[config.mk]
export PLATFORM = sky130hd
export DESIGN_NAME = alu_operand_entry_flat
export DESIGN_NICKNAME = d
export VERILOG_FILES = /design/src/rtl/alu_operand_entry_if.sv /design/src/rtl/alu_operand_entry.sv /design/src/flat_wrapper.sv
export SDC_FILE = /design/constraint.sdc
export NUM_CORES = 1
export LEC_CHECK = 0
export BUFFER_PORTS_ARGS = -buffer_cell sky130_fd_sc_hd__buf_2
export CAP_MARGIN = 20
export CORE_MARGIN = 2
export CORE_UTILIZATION = 50
export DETAILED_ROUTE_END_ITERATION = 10
export GPL_ROUTABILITY_DRIVEN = 0
export GPL_TIMING_DRIVEN = 0
export PLACE_DENSITY = 0.77
export SKIP_CTS_REPAIR_TIMING = 1
export SLEW_MARGIN = 20
export SYNTH_ARGS = -nofsm -noshare
export SYNTH_HDL_FRONTEND = slang
export SYNTH_SLANG_ARGS = --single-unit
[constraint.sdc]
create_clock -name clk -period 2.65 [get_ports clk]
set_input_delay 0.1325 -clock clk [delete_from_list [all_inputs] [get_ports clk]]
set_output_delay 0.1325 -clock clk [all_outputs]
set_load 0.1 [all_outputs]
[src/rtl/alu_operand_entry_if.sv]
// alu_operand_entry_if: board-side keys/switches in, issued ALU operand word and live entry status out
interface alu_operand_entry_if;
  logic [3:0] digit_sw;
  logic [1:0] op_sw;
  logic       digit_key;
  logic       sign_key;
  logic       enter_key;
  logic [7:0] operand;
  logic       sign;
  logic [1:0] operator;
  logic       step;
  logic [7:0] entry_value;
  logic       entry_sign;
  logic [1:0] digit_count;
  logic       ovf_flag;
  modport master (
    output digit_sw, op_sw, digit_key, sign_key, enter_key,
    input  operand, sign, operator, step, entry_value, entry_sign, digit_count, ovf_flag
  );
  modport slave (
    input  digit_sw, op_sw, digit_key, sign_key, enter_key,
    output operand, sign, operator, step, entry_value, entry_sign, digit_count, ovf_flag
  );
endinterface

[src/rtl/alu_operand_entry.sv]
// alu_operand_entry: debounced decimal keypad entry (clk, reset, bus: keys/switches in, operand/sign/operator/step/entry status out)
module alu_operand_entry #(
  parameter int DEBOUNCE_CYCLES = 4
) (
  input logic                clk,
  input logic                reset,
  alu_operand_entry_if.slave bus
);
  localparam int CW = $clog2(DEBOUNCE_CYCLES + 1);
  typedef enum logic [1:0] {IDLE, ISSUE, CLEAR} state_t;
  state_t         state_q;
  logic [2:0]     raw, sync1_q, sync2_q, deb_q, deb_d, evt_q;
  logic [CW-1:0]  cnt_q [3];
  logic [CW-1:0]  cnt_d [3];
  logic [7:0]     operand_q, value_q;
  logic           sign_q, step_q, esign_q, ovf_q;
  logic [1:0]     operator_q, count_q;
  logic [11:0]    acc, nxt;
  logic           digit_ok;
  assign raw = {bus.enter_key, bus.sign_key, bus.digit_key};
  always_comb begin
    for (int i = 0; i < 3; i++) begin
      cnt_d[i] = (sync2_q[i] != deb_q[i] && cnt_q[i] != CW'(DEBOUNCE_CYCLES - 1)) ? cnt_q[i] + 1'b1 : '0;
      deb_d[i] = (sync2_q[i] != deb_q[i] && cnt_q[i] == CW'(DEBOUNCE_CYCLES - 1)) ? sync2_q[i] : deb_q[i];
    end
  end
  assign acc      = {4'd0, value_q};
  assign nxt      = (acc << 3) + (acc << 1) + {8'd0, bus.digit_sw};
  assign digit_ok = bus.digit_sw <= 4'd9 && count_q != 2'd3;
  always_ff @(posedge clk) begin
    if (reset) begin
      sync1_q    <= '0;
      sync2_q    <= '0;
      deb_q      <= '0;
      evt_q      <= '0;
      cnt_q      <= '{default: '0};
      state_q    <= IDLE;
      operand_q  <= '0;
      sign_q     <= 1'b1;
      operator_q <= '0;
      step_q     <= 1'b0;
      value_q    <= '0;
      esign_q    <= 1'b1;
      count_q    <= '0;
      ovf_q      <= 1'b1;
    end else begin
      sync1_q <= raw;
      sync2_q <= sync1_q;
      deb_q   <= deb_d;
      evt_q   <= deb_d & ~deb_q;
      cnt_q   <= cnt_d;
      case (state_q)
        IDLE: begin
          if (evt_q[2]) begin
            state_q    <= ISSUE;
            step_q     <= 1'b1;
            operand_q  <= value_q;
            sign_q     <= esign_q;
            operator_q <= bus.op_sw;
          end else if (evt_q[0]) begin
            if (digit_ok) begin
              value_q <= nxt > 12'd255 ? 8'd255 : nxt[7:0];
              ovf_q   <= nxt > 12'd255 ? 1'b0 : ovf_q;
              count_q <= count_q + 2'd1;
            end
          end else if (evt_q[1]) begin
            esign_q <= ~esign_q;
          end
        end
        ISSUE: begin
          state_q <= CLEAR;
          step_q  <= 1'b0;
          value_q <= '0;
          esign_q <= 1'b1;
          count_q <= '0;
          ovf_q   <= 1'b1;
        end
        default: begin
          state_q <= IDLE;
          step_q  <= 1'b0;
          value_q <= '0;
          esign_q <= 1'b1;
          count_q <= '0;
          ovf_q   <= 1'b1;
        end
      endcase
    end
  end
  assign bus.operand     = operand_q;
  assign bus.sign        = sign_q;
  assign bus.operator    = operator_q;
  assign bus.step        = step_q;
  assign bus.entry_value = value_q;
  assign bus.entry_sign  = esign_q;
  assign bus.digit_count = count_q;
  assign bus.ovf_flag    = ovf_q;
endmodule

[src/flat_wrapper.sv]
// flat-port wrapper written by rule: the top's interface ports become plain ports
module alu_operand_entry_flat 
#(
  parameter int DEBOUNCE_CYCLES = 4
)
  (clk, reset, bus_digit_sw, bus_op_sw, bus_digit_key, bus_sign_key, bus_enter_key, bus_operand, bus_sign, bus_operator, bus_step, bus_entry_value, bus_entry_sign, bus_digit_count, bus_ovf_flag);
  alu_operand_entry_if bus_i ();
  input logic clk;
  input logic reset;
  input wire logic [$bits(bus_i.digit_sw)-1:0] bus_digit_sw;
  input wire logic [$bits(bus_i.op_sw)-1:0] bus_op_sw;
  input wire logic [$bits(bus_i.digit_key)-1:0] bus_digit_key;
  input wire logic [$bits(bus_i.sign_key)-1:0] bus_sign_key;
  input wire logic [$bits(bus_i.enter_key)-1:0] bus_enter_key;
  output wire logic [$bits(bus_i.operand)-1:0] bus_operand;
  output wire logic [$bits(bus_i.sign)-1:0] bus_sign;
  output wire logic [$bits(bus_i.operator)-1:0] bus_operator;
  output wire logic [$bits(bus_i.step)-1:0] bus_step;
  output wire logic [$bits(bus_i.entry_value)-1:0] bus_entry_value;
  output wire logic [$bits(bus_i.entry_sign)-1:0] bus_entry_sign;
  output wire logic [$bits(bus_i.digit_count)-1:0] bus_digit_count;
  output wire logic [$bits(bus_i.ovf_flag)-1:0] bus_ovf_flag;
  assign bus_i.digit_sw = bus_digit_sw;
  assign bus_i.op_sw = bus_op_sw;
  assign bus_i.digit_key = bus_digit_key;
  assign bus_i.sign_key = bus_sign_key;
  assign bus_i.enter_key = bus_enter_key;
  assign bus_operand = bus_i.operand;
  assign bus_sign = bus_i.sign;
  assign bus_operator = bus_i.operator;
  assign bus_step = bus_i.step;
  assign bus_entry_value = bus_i.entry_value;
  assign bus_entry_sign = bus_i.entry_sign;
  assign bus_digit_count = bus_i.digit_count;
  assign bus_ovf_flag = bus_i.ovf_flag;
  alu_operand_entry #(.DEBOUNCE_CYCLES(DEBOUNCE_CYCLES)) u_core (.clk(clk), .reset(reset), .bus(bus_i));
endmodule
==> flow_metrics.py <==
metrics = {
    "global_route": {
        "antenna_found_initial": 0,
        "grt_pass1_wl_um": 6575,
        "grt_max_degree": 14,
        "grt_pass1_vias": 1480,
        "grt_usage_pct": 18.45,
        "grt.overflow.total": 0,
    },
    "critical_path": {
        "cp.required_ps": 2840,
        "crit_path_end": "u_core.bus.ovf_flag",
        "r2r_start": "u_core.bus.entry_value[0]",
        "end_kind": "flop",
        "r2r_slack_ps": 90,
        "worstPathMaxFanout": 9,
        "critPathArrivalTime_ps": 2750,
        "crit_start": "u_core.bus.entry_value[0]",
        "path_class": "reg2reg",
        "r2r-end": "u_core.bus.ovf_flag",
        "r2r_cells": 10,
        "cp-start-kind": "flop",
    },
    "final_layout": {
        "stdcell_count": 323,
        "num_antenna_cells": 0,
        "nets": 307,
        "syn_to_final_growth_pct": 18.08,
        "fin_util_pct": 61.86,
        "drive_gt1_share_pct": 21.25,
    },
    "synth": {
        "synth_top_area_share_pct": 44.58,
        "mappedNetlistArea_um2": 2111,
        "ys.flop_type": "dfxtp_1",
        "yosysSeqAreaShare_pct": 44.58,
        "syn_nets": 264,
        "yosys_warnings": 0,
        "ys_ff_latch": 47,
        "synthCells": 229,
        "ys_async_sr_fraction_pct": 0,
        "yosys.cell_types.count": 35,
        "synth.area.top_cells": "dfxtp_1 45%, ha_1 13%, nand2_1 5.0%",
        "synth-edff-count": 0,
        "yosys.area.top_type": "dfxtp_1",
        "syn_area_per_cell_um2": 9.217,
    },
    "routing": {
        "drt_iter0_markers": 54,
        "wl_um": 4047,
        "vias": 1683,
        "wl_per_cell_um": 12.53,
        "drtPass1Iterations": 4,
        "drc": 0,
        "via_per_inst": 5.211,
        "ant_nets": 0,
    },
    "placed_design": {
        "dp_cells": 313,
        "dp_hpwl_um": 3004,
        "portBuffers": 34,
    },
    "power": {
        "p_int_uw": 906.3,
        "netSwitchingPower_uw": 238.2,
        "p_per_area_nw_per_um2": 459.2,
        "combPwrFrac_pct": 3.1,
        "netSwitchingFraction_pct": 20.81,
        "pwr-share-seq_pct": 61.9,
        "p_clk_share_pct": 35.0,
        "vdd_drop_max_v": 0.0003935,
        "p_leak_uw": 0.001092,
    },
    "clock_tree": {
        "cts_tree": "yes",
        "insertion_delay_ps": 290,
        "cts_inserted_buffers": 5,
        "clock_sinks": 47,
        "path_clk_slew_ps": 80,
        "htree_levels": 2,
        "clockBufferDepth": 2,
        "cts_root_buf": "clkbuf_8",
    },
    "die": {
        "core_um2": 4029,
        "die_y_um": 68.98,
        "rows": 23,
        "io_pins": 35,
        "die_x_um": 68.98,
        "initial_utilization_pct": 52.39,
        "die_area_um2": 4758,
    },
    "timing": {
        "slew_headroom_pct": 66.86,
        "max_freq_mhz": 390.9,
        "tns_ps": 0,
        "fin_crit_ps": 2558,
        "maxSlewViolCount": 0,
        "tightestPinTransition_ps": 500.6,
        "fin_crit_sh_pct": 96.54,
        "rsz0062_at_grt": "true",
        "finalSetupViolCount": 0,
        "hold_viol": 0,
        "fin_worst_skew_ps": 5.507,
    },
    "run": {
        "max_cap_violations": 0,
    },
    "hold_path": {
        "hold_class": "in2reg",
    },
    "outcome": {
        "outcome": "finished, final reports clean",
    },
}
==> state kept, by name, summed over array words and instances (netlist names), 3 cells and up <==
name and count:
u_core.sync2_q 3, u_core.deb_q 3, u_core.evt_q 3, u_core.sync1_q 3, u_core.bus.entry_value 8, u_core.cnt_q 9
u_core.bus.operand 8
==> power groups by stage <==
| stage | clock [uW] | sequential (uW) | combinational, uW |
|---|---|---|---|
| after floorplan | 0 | 725 | 19.9 |
| after global placement | 0 | 725 | 33.4 |
| after detailed placement | 0 | 725 | 34.1 |
| after CTS | 409 | 708 | 34.1 |
| after global routing | 445 | 709 | 40.6 |
| final | 401 | 708 | 35.3 |
==> how the worst min path moves through the flow <==
stage | from | to | slack (ps) | depth (start not counted)
5_1_grt | bus_enter_key | u_core.sync1_q[2] | 40 | 2
2_1_floorplan | bus_digit_sw[0] | u_core.bus.entry_value[0] | 260 | 2
3_3_place_gp | bus_digit_key | u_core.sync1_q[0] | 340 | 2
4_1_cts | bus_enter_key | u_core.sync1_q[2] | 40 | 2
3_5_place_dp | bus_enter_key | u_core.sync1_q[2] | 350 | 2
6_report | bus_enter_key | u_core.sync1_q[2] | 50 | 2
==> routing by layer <==
metal	routed length, um	part of all wire [%]	vias up	track usage [%]
li1	-	-	862	-
met1	1895	47	768	24.77
met2	1864	46	46	29.45
met3	249	6.2	7	5.032
met4	38	0.94	0	4.657
met5	0	0	-	0
==> logic make-up after synthesis <==
logic type,Yosys count,synth area share [%]
simple gates,79,17.31
flops,47,44.58
compound gates,44,12.92
fa+ha+maj,24,14.94
buf+inv,21,4.149
xor+xnor,9,3.734
mux,5,2.371
==> worst max-delay path: stages (launching register included) <==
cell	delay (ps)
dfxtp_4	370
fa_1	520
inv_1	60
fa_2	350
nor2b_1	120
o21a_1	140
a311o_1	200
mux2i_1	180
and4bb_1	200
buf_6	140
o22a_1	170
==> final cells by class <==
| class | instances | area [um^2] |
|---|---|---|
| Timing Repair Buffer | 36 | 185.2 |
| Fill cell | 330 | 1536 |
| Clock inverter | 1 | 5.005 |
| Tap cell | 50 | 62.56 |
| Multi-Input combinational cell | 161 | 1112 |
| Inverter | 12 | 45.04 |
| Sequential cell | 47 | 963.4 |
| Buffer | 9 | 42.54 |
| Clock buffer | 7 | 76.32 |
==> cell usage after synthesis (2+ instances only) <==
library cell and count:
dfxtp_1 47, inv_1 12, nand2_1 28, nor2_1 25, clkbuf_1 7, or3_1 4, fa_1 2, and3_1 2
o21ai_0 9, o21a_1 2, a21oi_1 18, nand2b_1 2, nor3_1 4, a31oi_2 3, mux2i_1 5, and2_1 2
xnor2_1 5, a31oi_1 5, nor2b_1 7, xor2_1 4, ha_1 22
==> stage by stage <==
step                hold slack [ps]  power, uW  worst slack [ps]  area [um^2]
finish                        45.59       1144             91.70         2492
floorplan                     259.2      744.5             35.58         2136
CTS                           41.77       1151             10.92         2450
detailed placement            345.5      759.2             21.84         2369
global route                  43.22       1194            -12.08         2492
global placement              338.7      758.2             67.92         2369
==> layout by cell type (no fill, tap or decap), drive strengths merged, types with 8 or more instances in the layout <==
| cell | count |
|---|---|
| nand2 | 28 |
| clkbuf | 14 |
| a31oi | 8 |
| ha | 22 |
| inv | 12 |
| buf | 38 |
| nor2 | 25 |
| o21ai | 10 |
| dfxtp | 47 |
| a21oi | 18 |
Power figures use the tool's default switching activity.
